==> src/rtl/pipe_ctrl_gen_pkg.sv <==
// Shared constants for the pipeline controller: exception codes, FSM encoding
// and the legacy reset/zero definitions used across the MIPS core.
package pipe_ctrl_gen_pkg;

  localparam logic        RstEnable = 1'b1;
  localparam logic [31:0] ZeroWord  = 32'h0000_0000;

  localparam logic [31:0] EXC_NONE = 32'h0000_0000;
  localparam logic [31:0] EXC_INT  = 32'h0000_0001;
  localparam logic [31:0] EXC_SYS  = 32'h0000_0008;
  localparam logic [31:0] EXC_RI   = 32'h0000_000a;
  localparam logic [31:0] EXC_OV   = 32'h0000_000c;
  localparam logic [31:0] EXC_TR   = 32'h0000_000d;
  localparam logic [31:0] EXC_ERET = 32'h0000_000e;

  typedef enum logic {
    ST_IDLE  = 1'b0,
    ST_FLUSH = 1'b1
  } state_e;

  // Lowest stage held when a given stage requests a stall is always stage 0,
  // so the hold mask is a thermometer ending at the highest requester.
  function automatic int unsigned thermo_width(input int unsigned nstage);
    return (nstage < 1) ? 1 : nstage;
  endfunction

endpackage

==> src/rtl/pipe_stall_mask.sv <==
// Priority encoder from per-stage stall requests to a thermometer hold mask:
// the highest requesting stage and every stage before it are held.
module pipe_stall_mask
  import pipe_ctrl_gen_pkg::*;
#(
  parameter int NSTAGE = 6
) (
  input  logic [NSTAGE-1:0] stall_req_i,
  output logic [NSTAGE-1:0] stall_mask_o
);

  // Stage gi is held if it or any later stage requests a stall.
  for (genvar gi = 0; gi < NSTAGE; gi++) begin : g_mask
    assign stall_mask_o[gi] = |stall_req_i[NSTAGE-1:gi];
  end

endmodule

==> src/rtl/pipe_ctrl_gen.sv <==
// Pipeline stall/flush/redirect controller: thermometer stall enables, a
// registered multi-cycle flush with redirect PC, and a stall watchdog.
module pipe_ctrl_gen
  import pipe_ctrl_gen_pkg::*;
#(
  parameter int          NSTAGE        = 6,
  parameter int          AW            = 32,
  parameter int          FLUSH_CYCLES  = 1,
  parameter int          STALL_TIMEOUT = 1024,
  parameter logic [31:0] VEC_INT_OFF   = 32'h20,
  parameter logic [31:0] VEC_GEN_OFF   = 32'h40
) (
  input  logic              clk,
  input  logic              rst,
  input  logic [31:0]       excepttype_i,
  input  logic [AW-1:0]     cp0_epc_i,
  input  logic [AW-1:0]     ebase_i,
  input  logic [NSTAGE-1:0] stall_req_i,
  output logic [NSTAGE-1:0] stall_o,
  output logic              flush_o,
  output logic [AW-1:0]     new_pc_o,
  output logic              busy_o,
  output logic              stall_timeout_o,
  output logic [4:0]        exc_code_o
);

  localparam int FCW = $clog2(FLUSH_CYCLES + 1);
  localparam int WCW = (STALL_TIMEOUT > 0) ? $clog2(STALL_TIMEOUT + 1) : 1;

  state_e            state_q;
  logic [FCW-1:0]    fcnt_q;
  logic              flush_q;
  logic              busy_q;
  logic [AW-1:0]     new_pc_q;
  logic [AW-1:0]     new_pc_d;
  logic [4:0]        exc_code_q;
  logic [NSTAGE-1:0] stall_mask;
  logic              exc_pending;

  assign exc_pending = (excepttype_i != ZeroWord);

  pipe_stall_mask #(
    .NSTAGE(NSTAGE)
  ) u_stall_mask (
    .stall_req_i (stall_req_i),
    .stall_mask_o(stall_mask)
  );

  // An exception (incoming or being flushed) always overrides stalls so the
  // redirect is never held off by a stalled stage.
  assign stall_o = ((rst == RstEnable) || exc_pending || (state_q == ST_FLUSH))
                   ? '0 : stall_mask;

  always_comb begin
    new_pc_d = ebase_i + AW'(VEC_GEN_OFF);
    case (excepttype_i)
      EXC_INT:                         new_pc_d = ebase_i + AW'(VEC_INT_OFF);
      EXC_SYS, EXC_RI, EXC_OV, EXC_TR: new_pc_d = ebase_i + AW'(VEC_GEN_OFF);
      EXC_ERET:                        new_pc_d = cp0_epc_i;
      default:                         new_pc_d = ebase_i + AW'(VEC_GEN_OFF);
    endcase
  end

  // Exceptions arriving while in FLUSH belong to squashed instructions and
  // are dropped; they neither restart nor extend the flush.
  always_ff @(posedge clk) begin
    if (rst == RstEnable) begin
      state_q    <= ST_IDLE;
      fcnt_q     <= '0;
      flush_q    <= 1'b0;
      busy_q     <= 1'b0;
      new_pc_q   <= '0;
      exc_code_q <= '0;
    end else begin
      case (state_q)
        ST_IDLE: begin
          if (exc_pending) begin
            state_q    <= ST_FLUSH;
            fcnt_q     <= FCW'(1);
            flush_q    <= 1'b1;
            busy_q     <= 1'b1;
            new_pc_q   <= new_pc_d;
            exc_code_q <= excepttype_i[4:0];
          end
        end
        ST_FLUSH: begin
          if (fcnt_q == FCW'(FLUSH_CYCLES)) begin
            state_q  <= ST_IDLE;
            fcnt_q   <= '0;
            flush_q  <= 1'b0;
            busy_q   <= 1'b0;
            new_pc_q <= '0;
          end else begin
            fcnt_q <= fcnt_q + FCW'(1);
          end
        end
        default: begin
          state_q  <= ST_IDLE;
          fcnt_q   <= '0;
          flush_q  <= 1'b0;
          busy_q   <= 1'b0;
          new_pc_q <= '0;
        end
      endcase
    end
  end

  assign flush_o    = flush_q;
  assign busy_o     = busy_q;
  assign new_pc_o   = new_pc_q;
  assign exc_code_o = exc_code_q;

  if (STALL_TIMEOUT > 0) begin : g_wdog
    logic [WCW-1:0] wcnt_q;
    logic           timeout_q;

    // The counter saturates at the limit so a long stall yields one pulse.
    always_ff @(posedge clk) begin
      if (rst == RstEnable) begin
        wcnt_q    <= '0;
        timeout_q <= 1'b0;
      end else if (stall_o != '0) begin
        if (wcnt_q != WCW'(STALL_TIMEOUT)) begin
          wcnt_q <= wcnt_q + WCW'(1);
        end
        timeout_q <= (wcnt_q == WCW'(STALL_TIMEOUT - 1));
      end else begin
        wcnt_q    <= '0;
        timeout_q <= 1'b0;
      end
    end

    assign stall_timeout_o = timeout_q;
  end else begin : g_no_wdog
    assign stall_timeout_o = 1'b0;
  end

endmodule

==> config.mk <==
export PLATFORM = sky130hd
export DESIGN_NAME = pipe_ctrl_gen
export DESIGN_NICKNAME = d
export VERILOG_FILES = /design/src/rtl/pipe_ctrl_gen_pkg.sv /design/src/rtl/pipe_stall_mask.sv /design/src/rtl/pipe_ctrl_gen.sv
export SDC_FILE = /design/constraint.sdc
export NUM_CORES = 1
export LEC_CHECK = 0
export ABC_AREA = 1
export CAP_MARGIN = 20
export CELL_PAD_IN_SITES_DETAIL_PLACEMENT = 1
export CELL_PAD_IN_SITES_GLOBAL_PLACEMENT = 1
export CORE_MARGIN = 2
export CORE_UTILIZATION = 32
export CTS_CLUSTER_SIZE = 40
export DETAILED_ROUTE_END_ITERATION = 10
export HOLD_SLACK_MARGIN = 0.15
export PLACE_DENSITY = 0.95
export SLEW_MARGIN = 25
export SYNTH_ARGS = -nofsm -noshare
export SYNTH_HDL_FRONTEND = slang
export SYNTH_SLANG_ARGS = --single-unit
==> constraint.sdc <==
create_clock -name clk -period 2.2 [get_ports clk]
set_input_delay 0.22 -clock clk [delete_from_list [all_inputs] [get_ports clk]]
set_output_delay 0.22 -clock clk [all_outputs]
set_load 0.03 [all_outputs]
==> impl_metrics.yaml <==
clocking:
  root_buffer: "clkbuf_16"
  htreeDepth: 2
  cts_tree: "built"
  clock_latency_ns: 0.29
  cts_buffers: 5
  cts_num_sinks: 52
  clock_path_buffers: 2
  path_clk_slew_ns: 0.07
floorplan:
  die_w_um: 115
  die_area_mm2: 0.0132
  start_util_pct: 32.8
  io_pins: 150
  num_rows: 40
  die_h_um: 115
  coreArea_mm2: 0.0120
yosys:
  synth.cell_area_mm2: 0.00394
  syn_area_per_cell_um2: 6.00
  synth_cell_types: 35
  synth-edff-count: 0
  seq_area_frac_synth_pct: 26.4
  ys_seq_elements: 52
  ys_warn_count: 0
  synth_flop_cell: "dfxtp_1"
  synth_nets: 764
  syn_inst: 656
  async_flop_share_pct: 0
global_route:
  grt_max_degree: 29
  grt-ovfl-total: 0
  grt_pass1_wl_um: 24800
  antenna_found_initial: 0
  grt_use_total_pct: 23.2
  first_global_vias: 5171
power_and_ir_drop:
  p_int_uw: 1780
  p_clk_share_pct: 31.7
  power.density_mw_per_mm2: 426
  comb_power_share_pct: 28.3
  ir_drop_uv: 233
  p_leak_uw: 0.00261
  p_switching_uw: 773
  swShare_pct: 30.3
  seqPwrFrac_pct: 40.0
setup_path:
  worstPathMaxFanout: 6
  start_kind: "primary input"
  path_class: "primary input to output port"
  worstReg2RegStart: "g_wdog.wcnt_q[0]"
  critical-path-slowest-cell: "clkdlybuf4s50_1"
  ff2ff_setup_slack_ns: 0.55
  cp.arrival_ns: 1.87
  cpPeakStageDelay_ns: 0.42
  timing.rr.end: "g_wdog.wcnt_q[10]"
  rr_worst_depth: 8
  end_kind: "output port"
  cp_cell_sequence: "clkdlybuf4s50_1, nor2_1, nand2_1, nor2_2, nand2_2, nor2_4, nand2_2, nor2_4, inv_2, a21oi_1, buf_4"
  worstPathRequired_ns: 1.98
sta:
  finalMaxSlewViolations: 0
  hold_viol: 0
  setup_violations: 0
  clock_skew_ns: 0.00571
  period_minus_slack_ns: 2.09
  period_share_pct: 95.0
  tightest_slew_ns: 0.715
  setup_ws_ns: 0.109
  hold_slack_ns: 0.456
  maxSlewHeadroom_pct: 51.9
  fmax_ghz: 0.478
routing:
  first_iter_violations: 174
  finalWirelength_um: 15000
  route.vias.total: 4887
  drc_errors: 0
  route.detailed.wl_per_inst_um: 15.3
  via_per_inst: 4.98
  dr.pass1.iters: 4
  ant_nets: 0
min_path:
  min_from: "new_pc_o[30]"
  min_to: "new_pc_o[30]"
  min_path_cells: 2
  hp-class: "flop to flop"
finish:
  fin_util_pct: 49.9
  diodes: 0
  drive_above_1_share_pct: 9.95
  layout_common_cells: "196 x nand2_1, 143 x clkdlybuf4s50_1, 99 x nor2_1"
  final_common_cell: "nand2_1"
  syn_to_final_growth_pct: 52.1
  final_nets: 941
place:
  dp_hpwl_um: 12400
  io_buffers: 149
  gp_congestion: 0.902
  dp_slack_ns: -0.0119
status:
  status: "finished, final reports clean"
run:
  cap_violations: 0
==> cells by family after synthesis <==
family                     synth area share, %
xor gates and xnor gates                  7.56
DFF                                       26.4
and+or+nand+nor                           44.1
AOI/OAI and AO/OA                         11.3
buffers and inverters                     9.34
adders and majority gates                 1.27
==> through the flow <==
stage,instance area (µm²),TNS [ns],power [µW],cells
after floorplan,3940,0,1350,656
after global placement,5800,0,1740,971
after detailed placement,5800,-0.0119,1760,971
after CTS,5950,0,2580,979
after global routing,5990,-0.0295,2680,981
final,5990,0,2550,981
==> registers in the layout (all words and copies together), names as in the netlist <==
register / count
new_pc_o: 32
g_wdog.wcnt_q: 11
exc_code_o: 5
busy_o: 1
fcnt_q: 1
stall_timeout_o: 1
state_q: 1
==> timing repair <==
item,4_1_cts,5_1_grt
resized for setup,1,7
gates cloned,0,0
buffers inserted,0,2
hold buffers,0,0
pin swaps,0,2
endpoints found under the setup margin,1,6
==> power groups by stage <==
| stage | Clock, µW | Combinational, µW | Sequential, µW |
|---|---|---|---|
| after detailed placement | 0 | 715 | 1040 |
| after CTS | 841 | 720 | 1020 |
| after floorplan | 0 | 213 | 1140 |
| after global placement | 0 | 699 | 1040 |
| final | 809 | 721 | 1020 |
| after global routing | 876 | 779 | 1030 |
==> layout make-up <==
type | instances | area [µm²]
Timing Repair Buffer | 187 | 1810
Clock inverter | 3 | 27.5
Sequential cell | 52 | 1040
Multi-Input combinational cell | 521 | 2550
Fill cell | 1626 | 6020
Clock buffer | 5 | 125
Tap cell | 147 | 184
Inverter | 66 | 248
==> synthesized netlist by cell type (8+ instances only) <==
cell,number,area (µm²)
a21oi_1,43,215
o21ai_1,9,45.0
nand3_1,64,320
nand2_1,198,743
nor3_1,8,40.0
inv_1,62,233
xor2_1,26,228
xnor2_1,8,70.1
nor2_1,102,383
o21ai_0,14,70.1
dfxtp_1,52,1040
==> worst max path at each step <==
stage,start,end,slack (ns),cells after the start
2_1_floorplan,excepttype_i[31],stall_o[0],0.43,9
3_3_place_gp,excepttype_i[31],stall_o[0],0.06,11
3_5_place_dp,excepttype_i[3],stall_o[0],-0.01,11
4_1_cts,excepttype_i[3],stall_o[0],0.03,11
5_1_grt,excepttype_i[4],stall_o[0],-0.03,11
6_report,excepttype_i[4],stall_o[0],0.11,11
==> critical path: cells and delay by family <==
kind	cells	cell delay [ns]
simple gates	7	0.84
buf+inv	3	0.68
compound gates	1	0.13
==> per-layer routing <==
layer	global-route usage [%]	vias to the layer above	wire length, µm
li1	-	2442	-
met1	28.3	2298	6540
met2	42.8	123	7500
met3	3.00	24	666
met4	6.27	0	312
met5	0	-	0
No activity file was read; power rests on OpenSTA's default activity.
